--- src/rtl/fir_tap_scheduler_if.sv ---
// ---------------------------------------------------------------------------
// fir_tap_scheduler_if
//   Groups the host coefficient-write handshake and the coefficient RAM port
//   of the FIR tap scheduler.
//
//   Host side (driven by master, sampled by slave):
//     iCoeffUpdReq   level request to enter coefficient-load mode
//     iCoeffWrValid  coefficient write valid
//     iCoeffWrAddr   coefficient RAM write address
//     iCoeffWrData   signed coefficient write data
//   Scheduler side (driven by slave):
//     oCoeffWrReady  scheduler is in coefficient-load mode
//     oCsnRam        RAM chip select, active-low
//     oWrnRam        RAM write enable, active-low
//     oAddrRam       RAM address
//     oWrDtRam       RAM write data
// ---------------------------------------------------------------------------
interface fir_tap_scheduler_if;
  logic               iCoeffUpdReq;
  logic               iCoeffWrValid;
  logic [3:0]         iCoeffWrAddr;
  logic signed [15:0] iCoeffWrData;
  logic               oCoeffWrReady;
  logic               oCsnRam;
  logic               oWrnRam;
  logic [3:0]         oAddrRam;
  logic signed [15:0] oWrDtRam;

  // The scheduler itself.
  modport slave (
    input  iCoeffUpdReq, iCoeffWrValid, iCoeffWrAddr, iCoeffWrData,
    output oCoeffWrReady, oCsnRam, oWrnRam, oAddrRam, oWrDtRam
  );

  // The host / environment.
  modport master (
    output iCoeffUpdReq, iCoeffWrValid, iCoeffWrAddr, iCoeffWrData,
    input  oCoeffWrReady, oCsnRam, oWrnRam, oAddrRam, oWrDtRam
  );
endinterface

--- src/rtl/fir_tap_scheduler.sv ---
// ---------------------------------------------------------------------------
// fir_tap_scheduler
//   Sequences one FIR output sample per input strobe: clears the accumulator,
//   walks the coefficient RAM for N taps, and steers the registered multiplier
//   and accumulator enables so each product lands two cycles after its
//   address. Between samples the host may load coefficients through a
//   same-cycle pass-through onto the RAM port.
//
//   Ports:
//     iClk_12M        12 MHz clock, rising edge
//     iRst            synchronous active-high reset
//     iEnSample_600k  one-cycle sample strobe
//     iNumTaps        configured tap count (0 -> 1, >16 -> 16)
//     bus             host write handshake + coefficient RAM port (slave)
//     oTapSel         delay-line tap select, aligned with RAM read data
//     oEnMul          multiplier enable
//     oClrAcc         accumulator clear
//     oEnAcc          accumulator enable
//     oOutValid       one-cycle pulse: accumulator holds a final sample
//     oBusy           high outside IDLE and LOAD
//     oOverrun        sticky: a strobe arrived when it could not be taken
//
//   Latency is N+4 cycles from strobe to oOutValid:
//     CLEAR(1) + MAC(N) + DRAIN(2) + DONE(1).
// ---------------------------------------------------------------------------
module fir_tap_scheduler (
  input  logic                 iClk_12M,
  input  logic                 iRst,
  input  logic                 iEnSample_600k,
  input  logic [4:0]           iNumTaps,
  fir_tap_scheduler_if.slave   bus,
  output logic [3:0]           oTapSel,
  output logic                 oEnMul,
  output logic                 oClrAcc,
  output logic                 oEnAcc,
  output logic                 oOutValid,
  output logic                 oBusy,
  output logic                 oOverrun
);

  typedef enum logic [2:0] {
    S_IDLE,
    S_LOAD,
    S_CLEAR,
    S_MAC,
    S_DRAIN,
    S_DONE
  } state_e;

  state_e     state_q;
  logic [4:0] n_q;          // effective tap count, frozen for the sample
  logic [3:0] k_q;          // tap counter; doubles as the MAC read address
  logic       drain_q;      // second DRAIN cycle marker
  logic       csn_q;        // RAM select during MAC reads
  logic       en_mul_q;
  logic [3:0] tap_sel_q;
  logic       en_acc_q;
  logic       clr_acc_q;
  logic       out_valid_q;
  logic       busy_q;
  logic       overrun_q;

  function automatic logic [4:0] sat_taps(input logic [4:0] taps);
    if (taps == 5'd0)       return 5'd1;
    else if (taps > 5'd16)  return 5'd16;
    else                    return taps;
  endfunction

  // NOTE: sequential state uses non-blocking assignments so every register
  // samples pre-edge values regardless of statement order.
  always_ff @(posedge iClk_12M) begin
    if (iRst) begin
      state_q     <= S_IDLE;
      n_q         <= 5'd1;
      k_q         <= 4'd0;
      drain_q     <= 1'b0;
      csn_q       <= 1'b1;
      en_mul_q    <= 1'b0;
      tap_sel_q   <= 4'd0;
      en_acc_q    <= 1'b0;
      clr_acc_q   <= 1'b0;
      out_valid_q <= 1'b0;
      busy_q      <= 1'b0;
      overrun_q   <= 1'b0;
    end else begin
      // Read pipeline: an address issued this cycle yields RAM data (and the
      // multiplier operand select) next cycle, and a product the cycle after.
      en_mul_q    <= (state_q == S_MAC);
      tap_sel_q   <= (state_q == S_MAC) ? k_q : 4'd0;
      en_acc_q    <= en_mul_q;
      clr_acc_q   <= 1'b0;
      out_valid_q <= 1'b0;

      // Only IDLE can accept a strobe; anywhere else it is lost.
      if (iEnSample_600k && (state_q != S_IDLE))
        overrun_q <= 1'b1;

      case (state_q)
        S_IDLE: begin
          // The sample strobe has priority over a pending load request.
          if (iEnSample_600k) begin
            state_q   <= S_CLEAR;
            n_q       <= sat_taps(iNumTaps);
            clr_acc_q <= 1'b1;
            busy_q    <= 1'b1;
          end else if (bus.iCoeffUpdReq) begin
            state_q <= S_LOAD;
          end
        end

        S_LOAD: begin
          if (!bus.iCoeffUpdReq)
            state_q <= S_IDLE;
        end

        S_CLEAR: begin
          state_q <= S_MAC;
          k_q     <= 4'd0;
          csn_q   <= 1'b0;
        end

        S_MAC: begin
          if ({1'b0, k_q} == (n_q - 5'd1)) begin
            state_q <= S_DRAIN;
            k_q     <= 4'd0;
            csn_q   <= 1'b1;
            drain_q <= 1'b0;
          end else begin
            k_q <= k_q + 4'd1;
          end
        end

        S_DRAIN: begin
          if (drain_q) begin
            state_q     <= S_DONE;
            out_valid_q <= 1'b1;
          end else begin
            drain_q <= 1'b1;
          end
        end

        S_DONE: begin
          state_q <= S_IDLE;
          busy_q  <= 1'b0;
        end

        default: state_q <= S_IDLE;
      endcase
    end
  end

  // RAM port: registered read control during MAC, combinational pass-through
  // of host writes during LOAD so a write lands in the cycle it is presented.
  // NOTE: every output gets a default first so always_comb cannot infer a latch.
  always_comb begin
    bus.oCoeffWrReady = (state_q == S_LOAD);
    bus.oCsnRam       = csn_q;
    bus.oWrnRam       = 1'b1;
    bus.oAddrRam      = k_q;
    bus.oWrDtRam      = 16'sd0;
    if ((state_q == S_LOAD) && bus.iCoeffWrValid) begin
      bus.oCsnRam  = 1'b0;
      bus.oWrnRam  = 1'b0;
      bus.oAddrRam = bus.iCoeffWrAddr;
      bus.oWrDtRam = bus.iCoeffWrData;
    end
  end

  assign oTapSel   = tap_sel_q;
  assign oEnMul    = en_mul_q;
  assign oClrAcc   = clr_acc_q;
  assign oEnAcc    = en_acc_q;
  assign oOutValid = out_valid_q;
  assign oBusy     = busy_q;
  assign oOverrun  = overrun_q;

endmodule

--- src/flat_wrapper.sv ---
// flat-port wrapper written by rule: the top's interface ports become plain ports
module fir_tap_scheduler_flat 
  (iClk_12M, iRst, iEnSample_600k, iNumTaps, oTapSel, oEnMul, oClrAcc, oEnAcc, oOutValid, oBusy, oOverrun, bus_iCoeffUpdReq, bus_iCoeffWrValid, bus_iCoeffWrAddr, bus_iCoeffWrData, bus_oCoeffWrReady, bus_oCsnRam, bus_oWrnRam, bus_oAddrRam, bus_oWrDtRam);
  fir_tap_scheduler_if bus_i ();
  input  logic iClk_12M;
  input  logic iRst;
  input  logic iEnSample_600k;
  input  logic [4:0] iNumTaps;
  output logic [3:0] oTapSel;
  output logic oEnMul;
  output logic oClrAcc;
  output logic oEnAcc;
  output logic oOutValid;
  output logic oBusy;
  output logic oOverrun;
  input wire logic [$bits(bus_i.iCoeffUpdReq)-1:0] bus_iCoeffUpdReq;
  input wire logic [$bits(bus_i.iCoeffWrValid)-1:0] bus_iCoeffWrValid;
  input wire logic [$bits(bus_i.iCoeffWrAddr)-1:0] bus_iCoeffWrAddr;
  input wire logic [$bits(bus_i.iCoeffWrData)-1:0] bus_iCoeffWrData;
  output wire logic [$bits(bus_i.oCoeffWrReady)-1:0] bus_oCoeffWrReady;
  output wire logic [$bits(bus_i.oCsnRam)-1:0] bus_oCsnRam;
  output wire logic [$bits(bus_i.oWrnRam)-1:0] bus_oWrnRam;
  output wire logic [$bits(bus_i.oAddrRam)-1:0] bus_oAddrRam;
  output wire logic [$bits(bus_i.oWrDtRam)-1:0] bus_oWrDtRam;
  assign bus_i.iCoeffUpdReq = bus_iCoeffUpdReq;
  assign bus_i.iCoeffWrValid = bus_iCoeffWrValid;
  assign bus_i.iCoeffWrAddr = bus_iCoeffWrAddr;
  assign bus_i.iCoeffWrData = bus_iCoeffWrData;
  assign bus_oCoeffWrReady = bus_i.oCoeffWrReady;
  assign bus_oCsnRam = bus_i.oCsnRam;
  assign bus_oWrnRam = bus_i.oWrnRam;
  assign bus_oAddrRam = bus_i.oAddrRam;
  assign bus_oWrDtRam = bus_i.oWrDtRam;
  fir_tap_scheduler u_core (.iClk_12M(iClk_12M), .iRst(iRst), .iEnSample_600k(iEnSample_600k), .iNumTaps(iNumTaps), .bus(bus_i), .oTapSel(oTapSel), .oEnMul(oEnMul), .oClrAcc(oClrAcc), .oEnAcc(oEnAcc), .oOutValid(oOutValid), .oBusy(oBusy), .oOverrun(oOverrun));
endmodule
--- config.mk ---
export PLATFORM = sky130hd
export DESIGN_NAME = fir_tap_scheduler_flat
export DESIGN_NICKNAME = d
export VERILOG_FILES = /design/src/rtl/fir_tap_scheduler_if.sv /design/src/rtl/fir_tap_scheduler.sv /design/src/flat_wrapper.sv
export SDC_FILE = /design/constraint.sdc
export NUM_CORES = 1
export LEC_CHECK = 0
export BUFFER_PORTS_ARGS = -buffer_cell sky130_fd_sc_hd__buf_4
export CAP_MARGIN = 5
export CORE_ASPECT_RATIO = 1.2
export CORE_MARGIN = 1
export CORE_UTILIZATION = 45
export DETAILED_ROUTE_END_ITERATION = 6
export HOLD_SLACK_MARGIN = 0.06
export PLACE_DENSITY_LB_ADDON = 0.3
export SLEW_MARGIN = 20
export SYNTH_ARGS = -nofsm -noshare
export SYNTH_HDL_FRONTEND = slang
export SYNTH_SLANG_ARGS = --single-unit
--- constraint.sdc ---
create_clock -name iClk_12M -period 1.7 [get_ports iClk_12M]
set_input_delay 0 -clock iClk_12M [delete_from_list [all_inputs] [get_ports iClk_12M]]
set_output_delay 0 -clock iClk_12M [all_outputs]
set_load 0.05 [all_outputs]
==> reports/results.txt, run 1 <==
The run gives 1120 as the number of global-route vias before repair. The destination of the worst register-to-register timing path is u_core.state_q[1]$_SDFFE_PP0P_. Detailed routing inserted a total of 1329 vias.

The worst-case vdd ir drop was 803 uV. In this run the critical register-to-register path is launched from u_core.n_q[1]$_SDFFE_PP0P_. The cell sitting at the root of the clock tree is a sky130_fd_sc_hd__clkbuf_4. The worst path uses 96.7% of the clock period. Measured along the y axis, the die boundary spans 59.5 um.

The flop-to-flop setup slack came out at 0.08 ns. The antenna diode instance count is 0, and the worst-case clock buffer depth is 2. The class of the worst hold path was in2reg.

Summed over all failing endpoints, the final setup total negative slack is 0 ns. TritonCTS built the clock tree. The max-slew violation count was 0; the net count reported at finish was 252. Cells with a size suffix above 1 make up 43.8% of the layout.

Of all flip-flops after synthesis, the portion carrying an async set or reset was 0%. The worst pin sits at a relative slew slack of 72.9%. The wire-length estimate of the detail-placed layout is 2.46 mm. The logs give 0.608 GHz for the highest clock frequency the design can meet and 38.8% for the portion of the post-synthesis area used by sequential elements. The tools report the element type at the critical path end as a primary output. The met3 demand-to-capacity share in global routing was 3.33%. The logs give 22.1% for the combined global-route utilization of all metal layers and 0 for the max-capacitance violation count. Setup repair after global routing could not meet its margin everywhere. The tree built by TritonCTS fans out to 24 sinks. The slew at the pin closest to its max-slew limit works out to 0.403 ns. Including well taps, the total number of placed cells is 239.

The number of flops mapped to enable cells by yosys is 0, and the I/O pin count is 63. Port buffering added 62 buffers. The number of cells produced by synthesis came out at 147.

The run gives 0 as the count of warnings emitted by yosys. The first-pass GRT wire length is 5.00 mm, and the number of cells on the worst reg-to-reg path is 7. The final wirelength is 3.47 mm, and the H-tree level count is 1. The floorplan has 20 rows.

Summed over all cells, the static leakage comes to 0.928 nW. The pin count of the biggest net entering global routing was 22; the global routing met1 resource utilization was 25.9%. The count of nets left with antenna violations once routing finished came out at 0. The tools report the launching element type of the critical path as a register.

The tools report the met2 layer usage reported by global route as 40.7%. The count of fill cells added during filler insertion came out at 182. Final number of hold-violating endpoints: 0.

The data required time of the critical path came out at 1.70 ns. Along the worst path, the maximum fanout reaches 5. The floorplan step defined a core boundary enclosing 2580 um2. The first detailed-routing pass took 4 iterations.

For the data arrival at the endpoint of the critical path, the log shows 1.64 ns. At the later pin of the worst-skew pair, clock insertion delay measures 0.32 ns. The commonest non-fill, non-tap cell in the layout is sky130_fd_sc_hd__buf_4. Dividing the detail-routed via count by the number of cells gives 5.27. The floorplan step set the die width to 49.9 um. The critical path class is reg2out.

The most utilized layer in the global route result was met2. The clock period could shrink to 1.64 ns. In this run the worst setup path terminates at bus_oAddrRam[0]. Counting distinct cell types in the post-synthesis netlist gives 36.

The layout-stage area growth over the synthesis result was 57.2%. Each instance of the synthesized netlist takes up on average 8.43 um2. Dividing total power by cell area gives a power density of 909 nW/um2. The congestion estimate from routability-driven global placement came to 0.851.

The run gives 30 as the DRC violation total after the first TritonRoute iteration. After synthesis, the cell types taking the most area are sky130_fd_sc_hd__dfxtp_1, sky130_fd_sc_hd__and3_1, sky130_fd_sc_hd__nor2_1, sky130_fd_sc_hd__a21oi_1, sky130_fd_sc_hd__mux2_2. Biggest area consumer among synthesized cells: sky130_fd_sc_hd__dfxtp_1. The mapped netlist covers 1240 um2. The number of endpoints failing setup at the final stage was 0; the detail-routed net length per standard cell was 13.8 um. The number of buffers created by CTS is 3. In the routed design, unresolved DRC markers number 0. Counting every net in the synthesized netlist gives 179. In the layout the commonest cells are sky130_fd_sc_hd__buf_4, sky130_fd_sc_hd__dfxtp_1, sky130_fd_sc_hd__and3_1. The overflow left after global routing is 0, and the final clock skew is 0.00167 ns.

For this configuration, the core starts out at a cell density of 48.1%. Excluding fillers, the count of instances in the completed layout stands at 252. Tracing the worst setup path back leads to its startpoint at u_core.state_q[0]$_SDFFE_PP0P_.

After synthesis, the largest area contributor takes up 38.8% of total cell area. The flip-flop and latch count after synthesis works out to 24. The run gives 2970 um2 as the area of the die. The leading register cell type out of synthesis is sky130_fd_sc_hd__dfxtp_1. The clock-pin slew of the registers on the worst-case setup and hold paths works out to 0.13 ns.

The run finished with clean final reports. For the number of antenna violations at the first check in global routing, the log shows 0.
[report_power, final]
part           switching [mW]  internal (mW)
logic                   0.499          0.314
registers              0.0425          0.609
clock network           0.175          0.131
[critical path: stages, from the launching register on]
cell                      delay, ns
sky130_fd_sc_hd__dfxtp_2       0.36
sky130_fd_sc_hd__inv_2         0.07
sky130_fd_sc_hd__nor3_4        0.19
sky130_fd_sc_hd__and2_4        0.20
sky130_fd_sc_hd__mux2_2        0.35
sky130_fd_sc_hd__buf_6         0.15
[metrics by stage]
stage | utilization, % | hold slack [ns] | setup slack, ns | area, um2 | power, mW
floorplan | - | 0.0991 | 0.0720 | 1240 | 1.15
global placement | 67.9 | 0.233 | 0.131 | 1750 | 1.36
detailed placement | 67.9 | 0.231 | 0.0241 | 1750 | 1.38
CTS | 72.4 | 0.109 | 0.00259 | 1870 | 1.70
global route | 75.5 | 0.130 | -0.0113 | 1950 | 1.86
finish | 75.5 | 0.104 | 0.0557 | 1950 | 1.77
[state kept, by name, summed over array words and instances (netlist names)]
signal / flops
u_core.n_q: 5
u_core.k_q: 4
u_core.oTapSel: 4
u_core.state_q: 3
u_core.csn_q: 1
u_core.drain_q: 1
u_core.oBusy: 1
u_core.oClrAcc: 1
u_core.oEnAcc: 1
u_core.oEnMul: 1
u_core.oOutValid: 1
u_core.oOverrun: 1
[cell families after synthesis]
group	Yosys count	share of synthesized area [%]
xor+xnor	7	4.95
fa+ha+maj	2	2.02
mux	4	3.64
flops	24	38.8
simple gates	69	31.7
buf+inv	13	4.14
compound gates	28	14.7
[worst min path at each step]
stage | cells past startpoint | from | end
after floorplan | 1 | iRst | u_core.oEnMul$_SDFF_PP0_
after global placement | 2 | iNumTaps[4] | u_core.n_q[0]$_SDFFE_PP1P_
final | 5 | bus_iCoeffUpdReq | u_core.state_q[0]$_SDFFE_PP0P_
after CTS | 5 | bus_iCoeffUpdReq | u_core.state_q[0]$_SDFFE_PP0P_
after detailed placement | 2 | iNumTaps[4] | u_core.n_q[0]$_SDFFE_PP1P_
after global routing | 5 | bus_iCoeffUpdReq | u_core.state_q[0]$_SDFFE_PP0P_
[cell type report]
cell class                      count  area [um2]  share of cell area, %
Multi-Input combinational cell    111         768                   39.5
Timing Repair Buffer               75         596                   30.6
Sequential cell                    24         487                   25.0
Tap cell                           33        41.3                   2.12
Clock buffer                        4        36.3                   1.86
Inverter                            5        18.8                  0.964
[layer usage]
metal  up-vias  wire length, um
met5         -                0
met4         0               49
met3         6              166
met2        53             1810
met1       609             1440
li1        661                -
[synth_stat cells, drive strengths merged, types with 3 or more instances]
library cell and number:
o21ai 5, a21oi 12, and2 6, nor3b 4, nor3 5, nor2 16, and3 16, dfxtp 24
clkbuf 6, mux2 4, nand3 4, nand2 8, nor2b 3, inv 5, xnor2 5
[timing repair]
action,CTS,global route
hold buffers,7,0
cloned,0,1
endpoints found under the hold margin,17,0
pin swaps,3,7
gates resized for setup,4,20
buffers inserted,1,0
endpoints found under the setup margin,5,13
Note: power is estimated with default switching activity, not from simulation.
==> run 2: changes to the inputs <==
--- a/config.mk
+++ b/config.mk
@@ -9,7 +9,7 @@
 export CAP_MARGIN = 5
 export CORE_ASPECT_RATIO = 1.2
 export CORE_MARGIN = 1
-export CORE_UTILIZATION = 45
+export CORE_UTILIZATION = 40
 export DETAILED_ROUTE_END_ITERATION = 6
 export HOLD_SLACK_MARGIN = 0.06
 export PLACE_DENSITY_LB_ADDON = 0.3
==> constraint.sdc (replaced) <==
create_clock -name iClk_12M -period 1.5 [get_ports iClk_12M]
set_input_delay 0 -clock iClk_12M [delete_from_list [all_inputs] [get_ports iClk_12M]]
set_output_delay 0 -clock iClk_12M [all_outputs]
set_load 0.05 [all_outputs]
==> reports/results.txt, run 2 (same netlist as run 1, synthesis figures left out) <==
The final non-filler cell total was 263 (+4.4%); the total number of vias was 1362 (+2.5%). The run gives 1 (unchanged) as the H-tree level count. The logs give 74.1% (-1.4 points) for the utilization of the core after routing and 43.3% (-4.8 points) for the starting density of the core. The via count normalized by instance count is 5.18 (-1.8%), and the placed cell count is 250 (+4.6%). Data required time of the critical path: 1.50 ns (-0.20 ns). The tools report the count of fill cells added during filler insertion as 218 (+20%).

Setup repair after global routing could not meet its margin everywhere. The detail-routed net length per standard cell was 14.2 um (+3.6%); the flip-flop count of the largest register, all copies and words added was 5 (unchanged). The final number of hold-violating endpoints is 0 (unchanged), and the least setup slack across all paths after layout is -0.0819 ns (-0.138 ns). The max-slew violation count is 0 (unchanged). The critical path class was reg2out. The tools report the number of endpoints failing setup at the final stage as 12 (+12).

The worst-case vdd ir drop is 861 uV (+7.2%). The detailed-placement wirelength estimate was 2.63 mm (+7.0%); the area of the die was 3320 um2 (+12%). The die width was 52.8 um (+5.8%); the total number of clock tree sinks was 24 (unchanged). The source-to-sink clock delay at the later pin of the worst-skew pair is 0.33 ns (about the same). The tree is rooted in a sky130_fd_sc_hd__clkbuf_4. In the layout the commonest cells are sky130_fd_sc_hd__buf_4, sky130_fd_sc_hd__dfxtp_1, sky130_fd_sc_hd__nor2_1.

The count of buffers from port buffering is 62 (unchanged), and the final cycle utilization of the critical path is 105%. The antenna diode instance count is 0 (unchanged). The final wirelength was 3.75 mm (+8.1%); the switching share of power was 40.5% (about the same).

Counting flops per register, the top entry is u_core.n_q. For the pin count of the biggest net entering global routing, the log shows 22 (unchanged). The post-route cell area is 2120 um2 (+9.0%), and the net count reported at finish is 262 (+4.0%). For the worst-case clock buffer depth, the log shows 2 (unchanged). The DRC violation count after routing was 0 (unchanged); the final clock skew was 0.0103 ns (+0.00859 ns). The clock network fraction of total power was 16.4% (-0.9 points).

The area of placed instances was 1850 um2 (+5.7%); the DRC violation total after the first TritonRoute iteration was 24 (-20%). Proportion of power drawn by combinational gates: 49.9% (+4.0 points). The number of standard-cell rows in the floorplan was 21 (+5.0%).

The tools report the I/O pin count as 63 (unchanged). The flow ran to the end, but the final reports show violations. The slew at the pin closest to its max-slew limit is 0.413 ns (+0.0102 ns). The overflow left after global routing was 0 (unchanged). The worst-path cell with the longest stage delay was sky130_fd_sc_hd__dfxtp_2. Routability congestion estimate: 0.787 (-7.5%).

The count of cells along the worst hold path works out to 5 (unchanged). The min-delay analysis places its worst path in the category in2reg. The leakage power figure was 0.995 nW (+7.1%). The commonest non-fill, non-tap cell in the layout was sky130_fd_sc_hd__buf_4. The logs give 6.18 mm (+24%) for the first-pass GRT wire length and 4 (unchanged) for the number of iterations in the first detailed-routing pass.

The share of final-layout standard cells stronger than drive strength 1 works out to 53.3% (+9.4 points). The internal cell power was 1.28 mW (+22%). The maximum fanout along the worst path works out to 5 (unchanged).

TritonCTS built the clock tree. For this run, the top clock speed supported by timing is 0.632 GHz. The number of cells on the worst reg-to-reg path is 7 (unchanged).

STA classifies the critical path startpoint as a register. The final reports fail on setup timing. The data arrival at the endpoint of the critical path came out at 1.58 ns (-0.06 ns). The power share of the sequential group was 33.7% (-3.1 points); the power density relative to cell area was 1010 nW/um2 (+12%).

The tools report the final hold slack as 0.0956 ns (-0.00858 ns). For the number of buffers created by CTS, the log shows 3 (unchanged). The number of antenna violations at the first check in global routing came out at 0 (unchanged).

The maximum cell stage delay along the critical path was 0.35 ns (about the same); the number of global-route vias before repair was 1352 (+21%). For the max-capacitance violation count, the log shows 0 (unchanged). Compared with the post-synthesis result, the final layout area differs by 71.3%. The post-detailed-route count of antenna-violating nets is 0 (unchanged). Core region area: 2860 um2 (+11%). The clock-pin slew of the registers on the worst-case setup and hold paths was 0.13 ns (about the same); the final critical path time including I/O delays and setup was 1.58 ns. The overall die height is 63.0 um (+5.9%). Walking the worst path, the cells encountered are inv_2 -> nor3_2 -> and2_4 -> mux2_4 -> buf_8.

The logs give 0.871 mW (+22%) for the net switching component of the power and 72.2% (-0.68 points) for the worst slew slack as a fraction of its limit. The worst setup path is captured at a primary output. For the combined global-route utilization of all metal layers, the log shows 24.4% (+2.3 points).
## run 2: routing by layer
metal | global-route usage [%] | vias up | wire length (um)
li1 | - | 681 | -
met5 | 0 | - | 0
met1 | 29.9 | 638 | 1580
met3 | 2.92 | 3 | 129
met4 | 9.54 | 0 | 42
met2 | 41.6 | 40 | 2000
## run 2: what timing repair did
item                                    in CTS  in global routing
gates resized for setup                     33                  5
hold endpoints to repair                    17                  0
buffers inserted                             3                  0
cloned                                       1                  0
pin swaps                                   13                  5
endpoints found under the setup margin      28                 31
hold buffers                                 7                  0
## run 2: stage by stage
step	TNS (ns)	setup WS [ns]	power, mW
after floorplan	0	0.00164	1.32
after global placement	-0.0693	-0.0231	1.60
after detailed placement	-0.670	-0.104	1.62
after CTS	-0.670	-0.0956	2.14
after global routing	-2.56	-0.148	2.26
final	-0.734	-0.0819	2.15
## run 2: final timing paths
kind	from	to	slack (ns)
setup / recovery	u_core.state_q[0]$_SDFFE_PP0P_	bus_oAddrRam[0]	-0.08
hold / removal	bus_iCoeffUpdReq	u_core.state_q[0]$_SDFFE_PP0P_	0.1
setup reg to reg	u_core.n_q[1]$_SDFFE_PP0P_	u_core.state_q[2]$_SDFFE_PP0P_	-0.08
hold reg to reg	u_core.oEnMul$_SDFF_PP0_	u_core.oEnAcc$_SDFF_PP0_	0.48
## run 2: layout make-up
cell class              count  area (um2)  share of cell area, %
clock buffers               4        36.3                   1.71
well taps                  34        42.5                   2.00
inverters                   5        18.8                  0.884
flip-flops and latches     24         485                   22.9
multi-input cells         111         846                   39.9
repair buffers             85         693                   32.7
## run 2: worst max-delay path, delay by kind of cell, from the launching register on
family / cells / cell delay (ns)
simple gates: 2 / 0.39
flops: 1 / 0.35
mux: 1 / 0.32
buf+inv: 2 / 0.19
## run 2: power by group through the flow
stage	clock network [mW]	logic [mW]	registers [mW]
after floorplan	0	0.535	0.788
after global placement	0	0.866	0.730
after detailed placement	0	0.889	0.733
final	0.353	1.07	0.725
after CTS	0.362	1.05	0.725
after global routing	0.385	1.14	0.732
==> run 3: changes to the inputs <==
--- a/config.mk
+++ b/config.mk
@@ -10,9 +10,11 @@
 export CORE_ASPECT_RATIO = 1.2
 export CORE_MARGIN = 1
 export CORE_UTILIZATION = 40
+export CTS_CLUSTER_SIZE = 8
 export DETAILED_ROUTE_END_ITERATION = 6
 export HOLD_SLACK_MARGIN = 0.06
-export PLACE_DENSITY_LB_ADDON = 0.3
+export MAX_ROUTING_LAYER = met4
+export PLACE_DENSITY = 0.83
 export SLEW_MARGIN = 20
 export SYNTH_ARGS = -nofsm -noshare
 export SYNTH_HDL_FRONTEND = slang
==> reports/results.txt, run 3 (same netlist as run 1, synthesis figures left out) <==
The flow ran to the end, but the final reports show violations. The checks that failed: setup timing. The final wirelength is 3.62 mm (-3.3%), and the final cycle utilization of the critical path is 105% (-0.24 points). The number of cells on the worst reg-to-reg path was 7 (unchanged); the layout-stage area growth over the synthesis result was 70.5%. The register ranked first by flip-flop count is u_core.n_q. The combined global-route utilization of all metal layers was 22.5% (-1.9 points); the net count reported at finish was 262 (unchanged). The overall die height was 63.0 um (unchanged); the detail-routed net length per standard cell was 13.8 um (-3.3%). The overflow left after global routing is 0 (unchanged). Launching element type of the critical path: a register. Setup repair after global routing could not meet its margin everywhere.

The maximum fanout along the worst path is 5 (unchanged), and the final hold slack is 0.0951 ns (-0.000466 ns). The run gives -0.0934 ns (+0.0102 ns) as the post-placement worst setup slack. The class of the worst hold path was in2reg.

In the layout the commonest cells are sky130_fd_sc_hd__buf_4, sky130_fd_sc_hd__dfxtp_1, sky130_fd_sc_hd__nor2_1. The number of standard-cell rows in the floorplan is 21 (unchanged). The proportion of power drawn by combinational gates was 48.9% (-1.0 points); the total number of vias was 1395 (+2.4%). The data required time of the critical path is 1.50 ns (about the same). The run gives 0 (unchanged) as the antenna diode instance count. The source-to-sink clock delay at the later pin of the worst-skew pair is 0.32 ns (about the same).

The DRC violation count after routing was 0 (unchanged); the first-pass GRT wire length was 5.66 mm (-8.3%). The worst-case clock buffer depth was 2 (unchanged); the flip-flop count of the largest register, all copies and words added was 5 (unchanged). Critical path class: reg2out. STA classifies the critical path endpoint as a primary output. Slew at the pin closest to its max-slew limit: 0.487 ns (+0.0742 ns).

The worst slew slack as a fraction of its limit was 67.2% (-5.0 points); the area of the die was 3320 um2 (unchanged). Leaving out fill and tap cells, the most frequent cell in the layout is sky130_fd_sc_hd__buf_4. For the accumulated negative setup slack, the log shows -0.417 ns (+0.316 ns).

In this run the critical register-to-register path is launched from u_core.n_q[0]$_SDFFE_PP1P_. The tools report the endpoint of the worst hold-timing path as u_core.state_q[0]$_SDFFE_PP0P_. The clock network fraction of total power was 16.4% (about the same); the final critical path time including I/O delays and setup was 1.58 ns (-0.00360 ns). For the routability congestion estimate, the log shows 0.847 (+7.7%). The count of cells along the worst hold path was 5 (unchanged); the share of final-layout standard cells stronger than drive strength 1 was 53.3% (unchanged). The run gives 0 (unchanged) as the post-detailed-route count of antenna-violating nets. The count of buffers from port buffering was 62 (unchanged).

Flop-to-flop setup slack: -0.07 ns (about the same). In this run the critical register-to-register path is captured at u_core.k_q[3]$_SDFFE_PP0P_. The logs give -0.0783 ns (+0.00360 ns) for the least setup slack across all paths after layout and 1.58 ns (about the same) for the data arrival at the endpoint of the critical path.

Power share of the sequential group: 34.7% (+1.0 points). For the total number of clock tree sinks, the log shows 24 (unchanged). The number of buffers created by CTS was 3 (unchanged); the highest clock frequency the design can meet was 0.634 GHz (+0.23%).

The detailed-placement wirelength estimate came out at 2.38 mm (-9.5%). TritonCTS built the clock tree. The net switching component of the power was 0.840 mW (-3.6%); the internal cell power was 1.26 mW (-1.6%).

The starting density of the core came out at 43.3% (unchanged). The via count normalized by instance count works out to 5.30 (+2.4%). The I/O pin count is 63 (unchanged).

In this run the clock root is driven by a sky130_fd_sc_hd__clkbuf_4. For the final clock skew, the log shows 0.00388 ns (-0.00638 ns). The H-tree level count is 1 (unchanged). The DRC violation total after the first TritonRoute iteration was 30 (+25%); the switching share of power was 40.0% (-0.50 points). The tools report the final number of hold-violating endpoints as 0 (unchanged). The logs give 822 uV (-4.5%) for the worst-case vdd ir drop and 0 (unchanged) for the max-slew violation count. Core region area: 2860 um2 (unchanged). The run gives 8 (-4) as the number of endpoints failing setup at the final stage.

The die width is 52.8 um (unchanged), and the pin count of the biggest net entering global routing is 22 (unchanged). The max-capacitance violation count is 0 (unchanged). Clock-pin slew of the registers on the worst-case setup and hold paths: 0.13 ns (about the same). The logs give 4 (unchanged) for the number of iterations in the first detailed-routing pass and 0 (unchanged) for the number of antenna violations at the first check in global routing.

The leakage power figure is 0.987 nW (-0.74%). The run gives 1311 (-3.0%) as the number of global-route vias before repair. The power density relative to cell area came out at 995 nW/um2 (-1.9%). The tools report the hold path startpoint as bus_iCoeffUpdReq.
-- run 3: layout make-up --
cell class,instances,area (um2)
Clock buffer,4,36.3
Fill cell,222,752
Inverter,5,18.8
Multi-Input combinational cell,111,832
Sequential cell,24,489
Tap cell,34,42.5
Timing Repair Buffer,85,693
-- run 3: repair_timing --
item	4_1_cts	5_1_grt
hold endpoints to repair	17	0
gates cloned	1	0
setup endpoints to repair	24	31
pin swaps	11	6
hold buffers	7	0
setup buffers	3	1
resized for setup	34	4
-- run 3: through the flow --
step	power (mW)	utilization (%)	instance area, um2	cells
detailed placement	1.61	64.4	1840	249
CTS	2.08	73.2	2100	263
global route	2.21	73.7	2110	263
floorplan	1.32	-	1270	147
finish	2.10	73.7	2110	263
global placement	1.60	64.4	1840	249
-- run 3: routing by layer --
layer	global-route usage (%)	up-vias	share of wire, %
li1	-	682	-
met1	24.3	645	39
met2	42.1	63	53
met3	2.68	5	7.0
met4	4.61	0	0.86
met5	-	-	0
-- run 3: how the worst max path moves through the flow --
stage | startpoint | endpoint | cells after the start | slack [ns]
final | u_core.state_q[1]$_SDFFE_PP0P_ | bus_oAddrRam[2] | 4 | -0.08
after CTS | u_core.state_q[0]$_SDFFE_PP0P_ | bus_oAddrRam[2] | 6 | -0.13
after floorplan | u_core.state_q[0]$_SDFFE_PP0P_ | bus_oAddrRam[0] | 5 | 0.002
after global routing | u_core.n_q[0]$_SDFFE_PP1P_ | u_core.k_q[3]$_SDFFE_PP0P_ | 7 | -0.15
after detailed placement | u_core.n_q[1]$_SDFFE_PP0P_ | u_core.k_q[3]$_SDFFE_PP0P_ | 7 | -0.09
after global placement | u_core.n_q[1]$_SDFFE_PP0P_ | u_core.k_q[3]$_SDFFE_PP0P_ | 7 | -0.02
-- run 3: worst max-delay path, cell delays in order, from the launching register on --
cell and delay [ns]:
sky130_fd_sc_hd__dfxtp_2 0.37, sky130_fd_sc_hd__nor3_4 0.19, sky130_fd_sc_hd__and2_4 0.22, sky130_fd_sc_hd__mux2_4 0.32
sky130_fd_sc_hd__buf_8 0.15
-- run 3: power groups by stage --
stage	Sequential (mW)	Combinational (mW)	Clock, mW
after floorplan	0.788	0.535	0
after global placement	0.732	0.868	0
after detailed placement	0.734	0.880	0
after CTS	0.726	1.01	0.350
after global routing	0.736	1.09	0.383
final	0.729	1.03	0.344
